--- src/rtl/seq_tx_pkg.sv ---
// Shared types and helpers for the serial pattern transmitter.
package seq_tx_pkg;

    typedef enum logic [2:0] {
        IDLE  = 3'd0,
        SHIFT = 3'd1,
        GAP   = 3'd2,
        PAR   = 3'd3,
        DONE  = 3'd4
    } state_t;

    localparam int GAP_LEN_DEF = 2;

    // A length of 0, or one longer than the register, means "use the full register".
    function automatic int unsigned eff_len(input int unsigned len, input int unsigned pat_w);
        return ((len == 0) || (len > pat_w)) ? pat_w : len;
    endfunction

endpackage

--- src/rtl/seq_tx_shreg.sv ---
// Loadable pattern register with a bit-index down-counter.
// bit_nx is the bit that will be on the line after this edge, so the
// top level can register x_out without an extra cycle of latency.
// Optional macro SEQ_TX_PARITY_EN adds an even-parity output over the active bits.
module seq_tx_shreg #(
    parameter int PAT_W = 8,
    parameter int LW    = $clog2(PAT_W + 1)
) (
    input  logic             clk,
    input  logic             rst,
    input  logic             load,
    input  logic [PAT_W-1:0] pat_d,
    input  logic [LW-1:0]    len_d,
    input  logic             dec,
    input  logic             reload,
    output logic             bit_nx,
    output logic             last
`ifdef SEQ_TX_PARITY_EN
    ,
    output logic             parity
`endif
);

    localparam int IDX_W = $clog2(PAT_W);

    logic [PAT_W-1:0] pat_q, pat_nx;
    logic [LW-1:0]    len_q, len_nx, len_m1;
    logic [IDX_W-1:0] idx_q, idx_nx;

    // Next-state selection: a load or reload restarts at the MSB of the frame.
    always_comb begin
        pat_nx = load ? pat_d : pat_q;
        len_nx = load ? len_d : len_q;
        len_m1 = len_nx - 1'b1;
        if (load || reload)
            idx_nx = IDX_W'(len_m1);
        else if (dec)
            idx_nx = idx_q - 1'b1;
        else
            idx_nx = idx_q;
        bit_nx = pat_nx[idx_nx];
    end

    assign last = (idx_q == '0);

    // Pattern, length and index registers.
    always_ff @(posedge clk or negedge rst) begin
        if (!rst) begin
            pat_q <= '0;
            len_q <= '0;
            idx_q <= '0;
        end else begin
            pat_q <= pat_nx;
            len_q <= len_nx;
            idx_q <= idx_nx;
        end
    end

`ifdef SEQ_TX_PARITY_EN
    // Even parity over the low len_q bits only.
    always_comb begin
        parity = 1'b0;
        for (int i = 0; i < PAT_W; i++)
            if (i < int'(len_q))
                parity = parity ^ pat_q[i];
    end
`endif

endmodule

--- src/rtl/seq_pattern_tx.sv ---
// Serial stimulus transmitter: sends a latched pattern MSB-first, rep+1
// times with GAP_LEN idle cycles between frames, then pulses done.
// Optional macro SEQ_TX_PARITY_EN appends an even-parity bit to each frame.
module seq_pattern_tx
    import seq_tx_pkg::*;
#(
    parameter int PAT_W   = 8,
    parameter int CNT_W   = 4,
    parameter int GAP_LEN = GAP_LEN_DEF
) (
    input  logic                       clk,
    input  logic                       rst,
    input  logic                       start_valid,
    output logic                       start_ready,
    input  logic [PAT_W-1:0]           pat_in,
    input  logic [$clog2(PAT_W+1)-1:0] len_in,
    input  logic [CNT_W-1:0]           rep_in,
    output logic                       x_out,
    output logic                       x_vld,
    output logic                       busy,
    output logic                       done
);

    localparam int LW = $clog2(PAT_W + 1);
    localparam int GW = (GAP_LEN > 1) ? $clog2(GAP_LEN) : 1;
    localparam logic [GW-1:0] GAP_LOAD = (GAP_LEN > 0) ? GW'(GAP_LEN - 1) : '0;

    state_t           state_q, state_d;
    logic [CNT_W-1:0] rep_q, rep_d;
    logic [GW-1:0]    gap_q, gap_d;
    logic [LW-1:0]    len_eff;
    logic             load, dec, reload, frame_end;
    logic             bit_nx, last;
    logic             x_out_d, x_vld_d;
`ifdef SEQ_TX_PARITY_EN
    logic             parity;
`endif

    assign len_eff     = LW'(eff_len(32'(len_in), PAT_W));
    assign start_ready = (state_q == IDLE);
    assign busy        = (state_q == SHIFT) || (state_q == GAP) || (state_q == PAR);

    seq_tx_shreg #(.PAT_W(PAT_W), .LW(LW)) u_shreg (
        .clk    (clk),
        .rst    (rst),
        .load   (load),
        .pat_d  (pat_in),
        .len_d  (len_eff),
        .dec    (dec),
        .reload (reload),
        .bit_nx (bit_nx),
        .last   (last)
`ifdef SEQ_TX_PARITY_EN
        ,
        .parity (parity)
`endif
    );

    // Next-state logic; frame_end funnels the repeat/gap/done decision into one place.
    always_comb begin
        state_d   = state_q;
        rep_d     = rep_q;
        gap_d     = gap_q;
        load      = 1'b0;
        dec       = 1'b0;
        reload    = 1'b0;
        frame_end = 1'b0;
        case (state_q)
            IDLE: begin
                if (start_valid) begin
                    state_d = SHIFT;
                    load    = 1'b1;
                    rep_d   = rep_in;
                end
            end
            SHIFT: begin
                if (!last)
                    dec = 1'b1;
                else begin
`ifdef SEQ_TX_PARITY_EN
                    state_d = PAR;
`else
                    frame_end = 1'b1;
`endif
                end
            end
`ifdef SEQ_TX_PARITY_EN
            PAR: frame_end = 1'b1;
`endif
            GAP: begin
                if (gap_q == '0) begin
                    state_d = SHIFT;
                    reload  = 1'b1;
                end else
                    gap_d = gap_q - 1'b1;
            end
            DONE:    state_d = IDLE;
            default: state_d = IDLE;
        endcase

        // Repeat counter only counts down to zero, so all-ones never wraps.
        if (frame_end) begin
            if (rep_q != '0) begin
                rep_d = rep_q - 1'b1;
                if (GAP_LEN > 0) begin
                    state_d = GAP;
                    gap_d   = GAP_LOAD;
                end else begin
                    state_d = SHIFT;
                    reload  = 1'b1;
                end
            end else
                state_d = DONE;
        end
    end

    // Line values for the cycle entered by the next edge.
    always_comb begin
        x_out_d = 1'b0;
        x_vld_d = 1'b0;
        if (state_d == SHIFT) begin
            x_out_d = bit_nx;
            x_vld_d = 1'b1;
        end
`ifdef SEQ_TX_PARITY_EN
        else if (state_d == PAR) begin
            x_out_d = parity;
            x_vld_d = 1'b1;
        end
`endif
    end

    // State, counters and registered outputs.
    always_ff @(posedge clk or negedge rst) begin
        if (!rst) begin
            state_q <= IDLE;
            rep_q   <= '0;
            gap_q   <= '0;
            x_out   <= 1'b0;
            x_vld   <= 1'b0;
            done    <= 1'b0;
        end else begin
            state_q <= state_d;
            rep_q   <= rep_d;
            gap_q   <= gap_d;
            x_out   <= x_out_d;
            x_vld   <= x_vld_d;
            done    <= (state_d == DONE);
        end
    end

endmodule

--- config.mk ---
export PLATFORM = sky130hd
export DESIGN_NAME = seq_pattern_tx
export DESIGN_NICKNAME = d
export VERILOG_FILES = /design/src/rtl/seq_tx_pkg.sv /design/src/rtl/seq_tx_shreg.sv /design/src/rtl/seq_pattern_tx.sv
export SDC_FILE = /design/constraint.sdc
export NUM_CORES = 1
export LEC_CHECK = 0
export ABC_AREA = 1
export BUFFER_PORTS_ARGS = -buffer_cell sky130_fd_sc_hd__buf_4
export CORE_UTILIZATION = 50
export DETAILED_ROUTE_END_ITERATION = 8
export PLACE_DENSITY = 0.72
export SYNTH_ARGS = -nofsm -noshare
export SYNTH_HDL_FRONTEND = slang
export SYNTH_HIERARCHICAL = 1
export SYNTH_SLANG_ARGS = --single-unit
--- constraint.sdc ---
create_clock -name clk -period 2.5 [get_ports clk]
set_clock_uncertainty 0.15 [all_clocks]
set_input_delay 0.5 -clock clk [delete_from_list [all_inputs] [get_ports clk]]
set_output_delay 0.5 -clock clk [all_outputs]
set_load 0.02 [all_outputs]
==> impl_results.md <==
- Outcome: completed
- TritonCTS Sinks: 25
- Fin. max-slew vios: 0
- Clock Latency Late Sink: between 0.3 and 0.4 ns
- Root buf cell: clkbuf_4
- DRC: 0
- First-pass GRT wire length: 4.83 mm
- MaxCap Viol Count: 0
- PD cells: 1140 nW/um2
- Sequential cell area: 627 um2
- #FFs+latches synth: 25
- DR WL/cell: between 10 and 15 um
- Setup violators final: 0
- Worst-case vdd ir drop: just under 0.8 mV
- Reg clk slew, reported paths: about 0.14 ns
- Synth unique cells: 22
- Mapped cell area: 1460 um2
- Worst-margin pin slew: 0.323 ns
- Ports: 24
- R2r setup slk: between 0.15 and 0.2 ns
- Die area: 3140 um2
- Initial Utilization: 53.0%
- Hold_sp: rep_in[0]
- Crit path max fanout: 6
- Gpl congestion: 0.785
- HPWL after DPL: between 2 and 2.5 mm
- Nets: around 260
- Register area share after synthesis: a little over two fifths
- Fin crit period: around 2.3 ns
- Critical Path Sink Type: flip-flop
- Most frequent cells in the layout: 51 x nand2_1, 38 x inv_1, 30 x buf_4
- Crit path kind: flip-flop to flip-flop
- Layout Cells excl Fill: approximately 260
- Part of the cycle the worst path needs: ~92%
- Post-Syn Instances: 197
- ANT cells: 0
- TritonCTS Buffers: 3
- Chip Width: 56.1 um
- Reg-to-Reg Start: state_q[0]$_DFF_PN0_
- Fill count: approximately 260
- Clk buf depth: 2
- Most common cell after layout, fill and taps aside: nand2_1
- Layout cells sized above 1: 25.1%
- Reg2Reg Depth: 16
- Vias in the first global route: around 1200
- TritonRoute pass-1 iters: 4
- Peak Freq: around 430 MHz
- ANT nets after route: 0
- Setup TNS Final: 0 ns
- Startpoint type of the worst setup path: flip-flop
- Core Area: around 2800 um2
- Final hold vios: 0
- Fin area: between 1500 and 2000 um2
- Arrival time worst endpoint: about 2.4 ns
- IO buf count: 23
- Hold path endpoint: rep_q[0]$_DFF_PN0_
- Worst Path Required: between 2 and 3 ns
- Critical Path Start: state_q[0]$_DFF_PN0_
- RR Endpoint: x_out$_DFF_PN0_
- Area grow syn2layout: 21.1%
- Die height: 56.1 um
- DR iter-0 viols: 32
- Leakage Power: approximately 0.0010 uW
- # rows: 19
- Placed inst area: between 1500 and 2000 um2
- Via count: approximately 1300
- CTS tree: done
- Area of the multi-input gates: ~670 um2
- WHS: 0.332 ns
- Hold Path Class: input pin to flip-flop
- Post-layout util: about 64%
- Routed WL: around 2.8 mm
- Syn avg cell area: between 7 and 8 um2
- Slew Limit Headroom: 78.5%
- Initial antenna violation count: 0
- Syn. warnings: 6
- H-tree levels: 1
- Total GRT Usage: 19.4%
- GRT overflow: 0
- Syn nets: between 200 and 250
- Dpl cells: 253
- Vias per inst: between 4 and 5
- Largest net degree at the start of global routing: 26
- WHS Path Cells: 5
-- how the worst max path moves through the flow --
stage                           end  cells after the start
floorplan           x_out$_DFF_PN0_                     16
global placement    x_out$_DFF_PN0_                     17
detailed placement  x_out$_DFF_PN0_                     16
CTS                 x_out$_DFF_PN0_                     16
global route        x_out$_DFF_PN0_                     16
finish              x_out$_DFF_PN0_                     16
-- cells by family (layout without fill, tap and decap cells) --
kind of cell    Yosys count  in the layout  share of synthesized area, %
buf+inv                  46             80                          12.3
xor+xnor                  3              3                          1.80
simple gates            104            104                          33.6
flops                    25             25                          42.8
fa+ha+maj                 5              5                          4.28
compound gates           14             14                          5.22
-- final cells by class --
| cell class | count | share of cell area [%] |
|---|---|---|
| flip-flops and latches | 25 | 35.4 |
| repair buffers | 31 | 13.3 |
| well taps | 31 | 2.19 |
| multi-input cells | 126 | 37.7 |
| inverters | 45 | 9.68 |
| clock inverters | 1 | 0.424 |
| clock buffers | 3 | 1.27 |
-- power by group --
group / leakage [uW] / total [uW] / internal (uW) / switching, uW
clock: 0.0000139 / 190 / 61.3 / 129
combinational: 0.000707 / 1150 / 447 / 705
sequential: 0.000290 / 673 / 586 / 86.8
total: 0.00101 / 2010 / 1090 / 920
-- stage by stage --
step           power (uW)  setup WS (ns)
6_report             2010          0.192
5_1_grt              2240        -0.0158
4_1_cts              2000          0.112
3_5_place_dp         1800          0.105
3_3_place_gp         1760          0.177
2_1_floorplan        1530          0.200
-- critical path, cell delays in order (launching register included) --
cell     delay [ns]
dfrtp_2        0.48
nor2_4         0.13
nand3_4        0.11
inv_4          0.11
inv_2          0.04
or2_2          0.26
o21ai_1        0.11
ha_1           0.26
nand2_1        0.08
nand2_2        0.07
inv_1          0.09
nand3_1        0.08
nand2_1        0.06
nand2_1        0.04
nand2_1        0.06
inv_1          0.04
nor2_2         0.08
-- registers in the layout, indices dropped and copies added (netlist names) --
register,cells
u_shreg/pat_q,8
state_q,3
x_out,1
u_shreg/len_q,3
x_vld,1
u_shreg/idx_q,3
rep_q,4
gap_q,1
done,1
-- cell usage after synthesis (all sizes together) --
| master | n | area [um2] |
|---|---|---|
| buf | 1 | 11.3 |
| dfrtp | 25 | 626 |
| nand3 | 19 | 105 |
| or2 | 5 | 31.3 |
| inv | 45 | 169 |
| a21boi | 1 | 7.51 |
| nand2 | 58 | 245 |
| xor2 | 1 | 8.76 |
| xnor2 | 2 | 17.5 |
| ha | 5 | 62.6 |
| o21ai | 13 | 68.8 |
| nor2 | 18 | 77.6 |
| nand4 | 4 | 31.3 |
-- repair_timing --
| action | CTS | global route |
|---|---|---|
| resized for setup | 0 | 5 |
| hold endpoints to repair | 25 | 0 |
| hold buffers | 1 | 0 |
| buffers inserted | 0 | 4 |
| endpoints found under the setup margin | 0 | 1 |
-- per-layer routing --
layer | vias up | share of wire (%) | track usage, %
met5 | - | 0 | 0
met4 | 0 | 1.9 | 9.41
met3 | 6 | 3.9 | 2.56
met2 | 35 | 48 | 33.0
met1 | 567 | 46 | 24.1
li1 | 667 | - | -
No activity file was read; power rests on OpenSTA's default activity.
